`src/rtl/ram_arb_pkg.sv`:
```
// ram_arb_pkg: shared state type, default widths and packed-slice helper for the RAM port arbiter
package ram_arb_pkg;
    typedef enum logic [1:0] {IDLE, ACTIVE, TURN} state_t;
    localparam int DEF_ADDR_W = 8;
    localparam int DEF_DATA_W = 8;
    localparam int SLICE_BUS_W = 1024;
    function automatic logic [63:0] slice_of(logic [SLICE_BUS_W-1:0] bus, int idx, int w);
        logic [SLICE_BUS_W-1:0] sh;
        sh = bus >> (idx * w);
        return sh[63:0] & ((64'd1 << w) - 64'd1);
    endfunction
endpackage

```
`src/rtl/ram_port_arbiter_rr_pick.sv`:
```
// rr_pick: combinational round-robin finder, first set bit at or above ptr with wrap-around
module rr_pick #(
    parameter int N  = 4,
    parameter int IW = (N > 1) ? $clog2(N) : 1
) (
    input  logic [N-1:0]  req,
    input  logic [IW-1:0] ptr,
    output logic [N-1:0]  onehot,
    output logic [IW-1:0] idx,
    output logic          any
);
    always_comb begin
        idx = '0;
        any = 1'b0;
        // descending scan so the smallest offset from ptr is the one left standing
        for (int i = N - 1; i >= 0; i--) begin
            if (req[(int'(ptr) + i) % N]) begin
                idx = IW'((int'(ptr) + i) % N);
                any = 1'b1;
            end
        end
        onehot = '0;
        if (any) onehot[idx] = 1'b1;
    end
endmodule

```
`src/rtl/ram_port_arbiter.sv`:
```
// ram_port_arbiter: round-robin, burst-bounded sharing of one cs/we/oe RAM port with bus turnaround
module ram_port_arbiter
    import ram_arb_pkg::*;
#(
    parameter int NUM_REQ   = 4,
    parameter int ADDR_W    = DEF_ADDR_W,
    parameter int DATA_W    = DEF_DATA_W,
    parameter int MAX_BURST = 16,
    parameter int RD_LAT    = 1
) (
    input  logic                      clk,
    input  logic                      rst,
    input  logic [NUM_REQ-1:0]        req,
    input  logic [NUM_REQ-1:0]        req_we,
    input  logic [NUM_REQ*ADDR_W-1:0] req_addr,
    input  logic [NUM_REQ*DATA_W-1:0] req_wdata,
    output logic [NUM_REQ-1:0]        gnt,
    output logic [NUM_REQ-1:0]        rvalid,
    output logic [DATA_W-1:0]         rdata,
    output logic                      ram_cs,
    output logic                      ram_we,
    output logic                      ram_oe,
    output logic [ADDR_W-1:0]         ram_addr,
    output logic [DATA_W-1:0]         ram_wdata,
    input  logic [DATA_W-1:0]         ram_rdata,
    output logic                      busy
);
    localparam int IW = (NUM_REQ > 1) ? $clog2(NUM_REQ) : 1;
    localparam int CW = $clog2(MAX_BURST + 1);

    state_t state_q, state_d;
    logic [IW-1:0] owner_q, owner_d, rr_q, rr_d, id_q, id_d, pick_idx;
    logic [NUM_REQ-1:0] own_oh_q, own_oh_d, pick_oh;
    logic [CW-1:0] cnt_q, cnt_d;
    logic last_dir_q, last_dir_d, issued_q, issued_d;
    logic cs_q, cs_d, we_q, we_d, oe_q, oe_d;
    logic [ADDR_W-1:0] addr_q, addr_d;
    logic [DATA_W-1:0] wdata_q, wdata_d;
    logic [RD_LAT-1:0] pv_q, pv_d;
    logic [RD_LAT-1:0][IW-1:0] pid_q, pid_d;
    logic pick_any, own_req, own_we, dir_ok, at_max, others;

    rr_pick #(.N(NUM_REQ), .IW(IW)) u_pick (
        .req(req), .ptr(rr_q), .onehot(pick_oh), .idx(pick_idx), .any(pick_any)
    );

    always_comb begin
        own_req    = req[owner_q];
        own_we     = req_we[owner_q];
        dir_ok     = !issued_q || (own_we == last_dir_q);
        at_max     = cnt_q == CW'(MAX_BURST);
        others     = |(req & ~own_oh_q);
        state_d    = state_q;
        owner_d    = owner_q;
        own_oh_d   = own_oh_q;
        rr_d       = rr_q;
        cnt_d      = cnt_q;
        last_dir_d = last_dir_q;
        issued_d   = issued_q;
        cs_d       = 1'b0;
        we_d       = 1'b0;
        oe_d       = oe_q;
        addr_d     = addr_q;
        wdata_d    = wdata_q;
        id_d       = id_q;
        gnt        = '0;
        case (state_q)
            IDLE: if (pick_any) begin
                state_d  = ACTIVE;
                owner_d  = pick_idx;
                own_oh_d = pick_oh;
                cnt_d    = '0;
                issued_d = 1'b0;
            end
            ACTIVE: if (!own_req || (at_max && others)) begin
                state_d = IDLE;
                rr_d    = (owner_q == IW'(NUM_REQ - 1)) ? '0 : owner_q + 1'b1;
            end else if (!dir_ok) begin
                state_d = TURN;
                oe_d    = 1'b1;
            end else begin
                gnt[owner_q] = 1'b1;
                cs_d         = 1'b1;
                we_d         = own_we;
                oe_d         = !own_we;
                addr_d       = ADDR_W'(slice_of(SLICE_BUS_W'(req_addr), int'(owner_q), ADDR_W));
                wdata_d      = DATA_W'(slice_of(SLICE_BUS_W'(req_wdata), int'(owner_q), DATA_W));
                id_d         = owner_q;
                issued_d     = 1'b1;
                last_dir_d   = own_we;
                // a lone owner keeps streaming: the burst count restarts instead of releasing
                cnt_d        = at_max ? CW'(1) : cnt_q + 1'b1;
            end
            TURN: begin
                state_d    = ACTIVE;
                last_dir_d = !last_dir_q;
            end
            default: state_d = IDLE;
        endcase
    end

    always_comb begin
        pv_d     = '0;
        pid_d    = '0;
        pv_d[0]  = cs_q && !we_q;
        pid_d[0] = id_q;
        for (int i = 1; i < RD_LAT; i++) begin
            pv_d[i]  = pv_q[i-1];
            pid_d[i] = pid_q[i-1];
        end
        rvalid = '0;
        if (pv_q[RD_LAT-1]) rvalid[pid_q[RD_LAT-1]] = 1'b1;
        rdata = pv_q[RD_LAT-1] ? ram_rdata : '0;
    end

    always_ff @(posedge clk or posedge rst) begin
        if (rst) begin
            state_q    <= IDLE;
            owner_q    <= '0;
            own_oh_q   <= '0;
            rr_q       <= '0;
            cnt_q      <= '0;
            last_dir_q <= 1'b0;
            issued_q   <= 1'b0;
            cs_q       <= 1'b0;
            we_q       <= 1'b0;
            oe_q       <= 1'b1;
            addr_q     <= '0;
            wdata_q    <= '0;
            id_q       <= '0;
            pv_q       <= '0;
            pid_q      <= '0;
        end else begin
            state_q    <= state_d;
            owner_q    <= owner_d;
            own_oh_q   <= own_oh_d;
            rr_q       <= rr_d;
            cnt_q      <= cnt_d;
            last_dir_q <= last_dir_d;
            issued_q   <= issued_d;
            cs_q       <= cs_d;
            we_q       <= we_d;
            oe_q       <= oe_d;
            addr_q     <= addr_d;
            wdata_q    <= wdata_d;
            id_q       <= id_d;
            pv_q       <= pv_d;
            pid_q      <= pid_d;
        end
    end

    assign ram_cs    = cs_q;
    assign ram_we    = we_q;
    assign ram_oe    = oe_q;
    assign ram_addr  = addr_q;
    assign ram_wdata = wdata_q;
    assign busy      = (state_q != IDLE) || (|pv_q);
endmodule

```
`config.mk`:
```
export PLATFORM = sky130hd
export DESIGN_NAME = ram_port_arbiter
export DESIGN_NICKNAME = d
export VERILOG_FILES = /design/src/rtl/ram_arb_pkg.sv /design/src/rtl/ram_port_arbiter_rr_pick.sv /design/src/rtl/ram_port_arbiter.sv
export SDC_FILE = /design/constraint.sdc
export NUM_CORES = 1
export LEC_CHECK = 0
export ABC_AREA = 1
export BUFFER_PORTS_ARGS = -buffer_cell sky130_fd_sc_hd__buf_2
export CAP_MARGIN = 15
export CORE_MARGIN = 4
export CORE_UTILIZATION = 42
export CTS_CLUSTER_DIAMETER = 40
export CTS_CLUSTER_SIZE = 14
export DETAILED_ROUTE_END_ITERATION = 8
export HOLD_SLACK_MARGIN = 0.12
export PLACE_DENSITY = 0.79
export SLEW_MARGIN = 25
export SYNTH_ARGS = -nofsm -noshare
export SYNTH_HDL_FRONTEND = slang
export SYNTH_SLANG_ARGS = --single-unit
```
`constraint.sdc`:
```
create_clock -name clk -period 1.6 [get_ports clk]
set_input_delay 0.32 -clock clk [delete_from_list [all_inputs] [get_ports clk]]
set_output_delay 0.32 -clock clk [all_outputs]
set_load 0.01 [all_outputs]
```
======== Yosys cells after proc, flatten, opt, wreduce, memory -nomap -nowiden ========
Cells that the tools add are included.
operators by class
  add/subtract/negate cells ............... 5
  order comparisons ....................... 10
  equality and inequality tests ........... 9
  shift operators ......................... 2
  multiplexer cells ....................... 58
  bitwise logic cells ..................... 6
  reductions and logical operators ........ 28
operators by type and width
  kind                                                                                  count
  32-bit by 5-bit >> shifter with 8-bit output                                          2
  1-bit 2-to-1 mux                                                                      28
  5-bit 2-to-1 mux                                                                      4
  2-bit 2-to-1 mux                                                                      8
  4-bit 2-to-1 mux                                                                      4
  1-bit binary-select mux with 2-bit select                                             6
  2-bit by 3-bit less-than comparator with 1-bit output (second input constant)         4
  3-bit by 4-bit less-than comparator with 1-bit output (second input constant)         3
  5-bit one-hot mux with 2 select lines                                                 1
  8-bit 2-to-1 mux                                                                      1
  2-bit AND reduction                                                                   4
  1-bit demux with 2-bit select                                                         3
  2-bit by 1-bit greater-or-equal comparator with 1-bit output (second input constant)  3
  2-bit != test (second input constant)                                                 3
  2-bit one-hot mux with 3 select lines                                                 1
  3-bit AND reduction                                                                   2
  2-bit nonzero test                                                                    3
  2-bit OR reduction                                                                    3
  5-bit by 1-bit adder with 5-bit output (second input constant)                        1
  5-bit == test (second input constant)                                                 1
  1-bit logical AND                                                                     5
  1-bit logical NOT                                                                     5
  2-bit by 1-bit adder with 2-bit output (second input constant)                        2
  2-bit adder (second input constant)                                                   2
  other kinds (13)                                                                      19
storage, ports and cells
  bits in registers ....................... 41
  bits of input ports ..................... 82

======== Longest topological paths before layout ========
  depth in word-level cells ............... 14
  depth in mapped cells ................... 12
  depth with buffers taken out ............ 11

======== Modules after synthesis ========
From an unflattened synthesis, not the netlist that was laid out.
second synthesis, totals
  cell total of the unflattened synthesis .. 399
  area total of the unflattened synthesis .. 2795.2 um2
modules (own cells, without submodules)
  module            instances  cells an instance  area each (um2)  seq. area each (um2)
  ram_port_arbiter  1          347                2519.9           1027.2
  rr_pick           1          52                 275.3            0.0

======== Worst setup path after synthesis ========
OpenSTA, ideal clock, no wires.
  path type ............................... register -> output
  start point ............................. register owner_q[0]
  end point ............................... output gnt[0]
  arrival time ............................ 1.422 ns
  required time ........................... 1.280 ns
  setup slack ............................. -0.142 ns
  cell stages (with the launch flop) ...... 10
  cell sequence ........................... dfrtp_1 > buf_6 > a21oi_2 > o21ai_1 > nand2_1 > nand3_2 > inv_2 > nand2_4 > buf_4 > nor2_1
between the ends
  longest elaborated chain between the ends .. 7
  elaborated cells between the ends (all ways) .. 16
ends and longest elaborated chain
  item                                                                                                 RTL line                                        source
  from (decl)                                                                                          ram_port_arbiter.sv:32                          logic [IW-1:0] owner_q, owner_d, rr_q, rr_d, id_q, id_d, pick_idx;
  from (signal assigned)                                                                               ram_port_arbiter.sv:135                         owner_q <= owner_d;
  2-bit by 3-bit less-than comparator with 1-bit output (implied by the code) (tied with other cells)  ram_port_arbiter.sv:82                          gnt[owner_q] = 1'b1;
  1-bit logical AND (implied by the code) / 1-bit 2-to-1 mux (equally long branches)                   ram_port_arbiter.sv:82, ram_port_arbiter.sv:49
  1-bit 2-to-1 mux (implied by the code) / 1-bit == test (equally long branches)                       ram_port_arbiter.sv:82, ram_port_arbiter.sv:50
  1-bit demux with 2-bit select / 1-bit logical OR (equally long branches)                             ram_port_arbiter.sv:82, ram_port_arbiter.sv:50
  4-bit 2-to-1 mux                                                                                     ram_port_arbiter.sv:78                          end else if (!dir_ok) begin
  4-bit 2-to-1 mux (*)                                                                                 ram_port_arbiter.sv:75                          ACTIVE: if (!own_req || (at_max && others)) begin
  4-bit 2-to-1 mux (*)                                                                                 ram_port_arbiter.sv:67                          case (state_q)
  to (decl)                                                                                            ram_port_arbiter.sv:17                          output logic [NUM_REQ-1:0] gnt,
Mark *: on every way between the ends. The rest lies on a longest branch, timed or not. The select of a mux whose other input is x is not followed.

======== Final worst setup path ========
  start point ............................. register cnt_q[1]
  end point ............................... output gnt[0]
between the ends
  longest elaborated chain between the ends .. 5
ends and longest elaborated chain
  item                    RTL line                 source
  from (decl)             ram_port_arbiter.sv:34   logic [CW-1:0] cnt_q, cnt_d;
  from (signal assigned)  ram_port_arbiter.sv:138  cnt_q <= cnt_d;
  5-bit == test           ram_port_arbiter.sv:51   at_max = cnt_q == CW'(MAX_BURST);
  1-bit logical AND       ram_port_arbiter.sv:75
  1-bit logical OR        ram_port_arbiter.sv:75
  4-bit 2-to-1 mux        ram_port_arbiter.sv:75
  4-bit 2-to-1 mux        ram_port_arbiter.sv:67
Every way passes these cells.

==> results_dict.tcl <==
set metrics [dict create \
    power.leakage_nw 2.210 \
    fin_crit_sh_pct 124.1 \
    crit_fanout 6 \
    violations "setup timing" \
    clockBufferDepth 2 \
    synth_edf_count 0 \
    port_buffers 117 \
    coreArea_mm2 0.005991 \
    yosys_most_used_dff "dfrtp_1" \
    ant_nets 0 \
    hold_viol_final 0 \
    grt_max_degree 42 \
    synth_area_mm2 0.002629 \
    ys_ff_latch 41 \
    finalSetupViolations 32 \
    clk_pin_slew_ns 0.08 \
    fin_ws_ns -0.3863 \
    finClkSkew_ns 0.01103 \
    max_cap_viol_count 0 \
    syn-instance-count 390 \
    drtIter0Drc 92 \
    slew_violations 0 \
    via_per_inst 4.958 \
    endpoint_kind "output port" \
    dr.pass1.iters 4 \
    place_hpwl_mm 6.189 \
    cp_slowest_cell "dfrtp_1" \
    synth_nets 478 \
    antenna_found_initial 0 \
    nFillCells 526 \
    final_nets 629 \
    multiInputGateArea_mm2 0.001440 \
    fmax_mhz 503.5 \
    place_congestion 0.9107 \
    yosys_warnings 0 \
    power_density_mw_per_mm2 1927 \
    post-place-ws_ns -0.2264 \
    cts_num_sinks 41 \
    vdd_drop_max_mv 1.004 \
    dp.cells 592 \
    worstSetupPathType "reg2out" \
    die_y_um 87.12 \
    synth_cell_types 27 \
    die_area_mm2 0.007589 \
    numCtsBuffers 5 \
    fin_util_pct 64.52 \
    io-pin-count 118 \
    instances_no_fill 617 \
    startpoint_type "flop" \
    regArea_mm2 0.001033 \
    cp.required_ns 1.28 \
    max_stage_delay_ns 0.39 \
    layout-drive-gt1-share_pct 38.93 \
    wl_per_cell_um 13.65 \
    die_w_um 87.12 \
    syn_avg_cell_area_um2 6.740 \
    hold_class "reg2reg" \
    vias 3059 \
    tightest_slew_ns 0.2664 \
    root_buffer "clkbuf_8" \
    ys_seq_area_share_pct 39.08 \
    grt_pass1_wl_mm 12.86 \
    slew_headroom_pct 82.05 \
    tns_ns -8.430 \
    cts_tree "done" \
    diodes 0 \
    grt_overflow 0 \
    start_util_pct 43.88 \
    drc 0 \
    grt_setup_unrepaired "true" \
    status "finished, violations left" \
    drt-total-wl_mm 8.423 \
    syn_to_final_growth_pct 47.03 \
    clock_latency_ns 0.29 \
    grt_pass1_vias 2933 \
    power.total_mw 7.446 \
    cp_cell_sequence "inv_1, ha_2, nand2_2, nor3_4, o21ai_2, nand3_2, inv_4, nand2_8, nor2_4, buf_6" \
    grtUsageTotal_pct 21.62 \
    rows 28 \
    period_needed_ns 1.986 \
    critPathArrivalTime_ns 1.67 \
    cts.htree.levels 2 \
    async_reset_ff_share_pct 100.0 \
]
-- area by class of cell --
cell class                 instances  share of cell area, %
inverter                          45                  4.694
timing repair buffer             163                  26.00
sequential                        41                  26.74
clock buffer                       6                  1.878
clock inverter                     2                  1.004
multi-input combinational        285                  37.26
tap                               75                  2.428
-- report_power, final --
part | switching (mW) | leakage [nW] | internal, mW | total (mW)
clock | 0.368 | 0.0554 | 0.469 | 0.837
sequential | 0.384 | 0.514 | 1.51 | 1.89
combinational | 2.74 | 1.64 | 1.98 | 4.72
total | 3.49 | 2.21 | 3.95 | 7.45
-- kinds of logic after synthesis --
| kind of cell | after synthesis | synth area share, % |
|---|---|---|
| buffers and inverters | 64 | 10.90 |
| AND/OR/NAND/NOR | 209 | 32.46 |
| adder cells (fa/ha/maj) | 6 | 2.856 |
| flip-flops | 41 | 39.08 |
| AO/OA/AOI/OAI | 68 | 14.04 |
| XOR/XNOR | 2 | 0.6665 |
-- through the flow --
stage / hold WS, ns / cell area [µm²]
floorplan: 0.3540 / 2666
global route: 0.4044 / 3865
finish: 0.3881 / 3865
detailed placement: 0.3667 / 3451
global placement: 0.3643 / 3451
CTS: 0.3872 / 3706
-- synthesized netlist by cell type, drive strengths merged (2+ instances only) --
master    n  area share [%]
a21oi     5             1.1
nor3      5            0.95
ha        6             2.9
inv      45             6.4
clkbuf   10             1.4
nand4     3            0.71
buf       9             3.0
nand3    21             4.4
dfrtp    40              38
o22ai    16             3.8
nand2   135              20
xor2      2            0.67
o21ai    45             8.6
nor2     43             6.1
-- worst paths after layout --
kind	from	end	slack, ns	cells past startpoint
setup / recovery	cnt_q[1]$_DFFE_PP0P_	gnt[0]	-0.39	10
hold / removal	id_q[1]$_DFFE_PP0P_	pid_q[1]$_DFF_PP0_	0.39	0
setup reg to reg	owner_q[0]$_DFFE_PP0P_	cnt_q[3]$_DFFE_PP0P_	-0.37	14
hold reg to reg	id_q[1]$_DFFE_PP0P_	pid_q[1]$_DFF_PP0_	0.39	0
max in group asynchronous	rst	ram_oe$_DFFE_PP1P_	0.76	4
min in group asynchronous	rst	last_dir_q$_DFFE_PP0P_	0.59	4
-- worst max-delay path, delay by kind of cell, from the launching register on --
family,cells,cell delay [ns]
DFF,1,0.39
buffers and inverters,3,0.23
AOI/OAI and AO/OA,1,0.09
and+or+nand+nor,5,0.50
adders and majority gates,1,0.17
-- per-layer routing --
metal / up-vias / global-route usage [%] / routed length [µm] / part of all wire, %
met3: 15 / 5.676 / 662 / 7.9
met1: 1372 / 25.07 / 3369 / 40
met5: - / 0 / 0 / 0
met4: 0 / 8.229 / 197 / 2.3
met2: 131 / 38.03 / 4194 / 50
li1: 1541 / - / - / -
-- placed cells by master (no fill, tap or decap), types with 2 or more instances in the layout --
master and instances:
nand4_1 3, a21oi_2 2, o22ai_1 16, inv_1 37, nand3_1 15, ha_1 5, o21ai_0 40, o21ai_1 4
nand3_2 5, dfrtp_2 5, dfrtp_1 35, nor3_1 4, xor2_1 2, nand2_1 122, nand2_4 2, clkbuf_8 5
inv_4 2, buf_6 11, buf_2 113, inv_2 4, nor2_1 38, buf_4 36, nor2_4 4, nand2_2 10
a21oi_1 3
-- timing repair --
| action | in CTS | in global routing |
|---|---|---|
| buffers inserted | 7 | 9 |
| hold buffers | 1 | 0 |
| endpoints found under the setup margin | 31 | 43 |
| pin swaps | 3 | 5 |
| gates cloned | 1 | 0 |
| endpoints found under the hold margin | 40 | 0 |
| gates resized for setup | 14 | 38 |
-- registers in the layout, indices dropped and copies added, names as in the netlist, 2 cells and up --
| name | flops |
|---|---|
| cnt_q | 5 |
| ram_wdata | 8 |
| ram_addr | 8 |
| pid_q | 2 |
| id_q | 2 |
| state_q | 2 |
| owner_q | 2 |
| rr_q | 2 |
| own_oh_q | 4 |
Note: power is estimated with default switching activity, not from simulation.
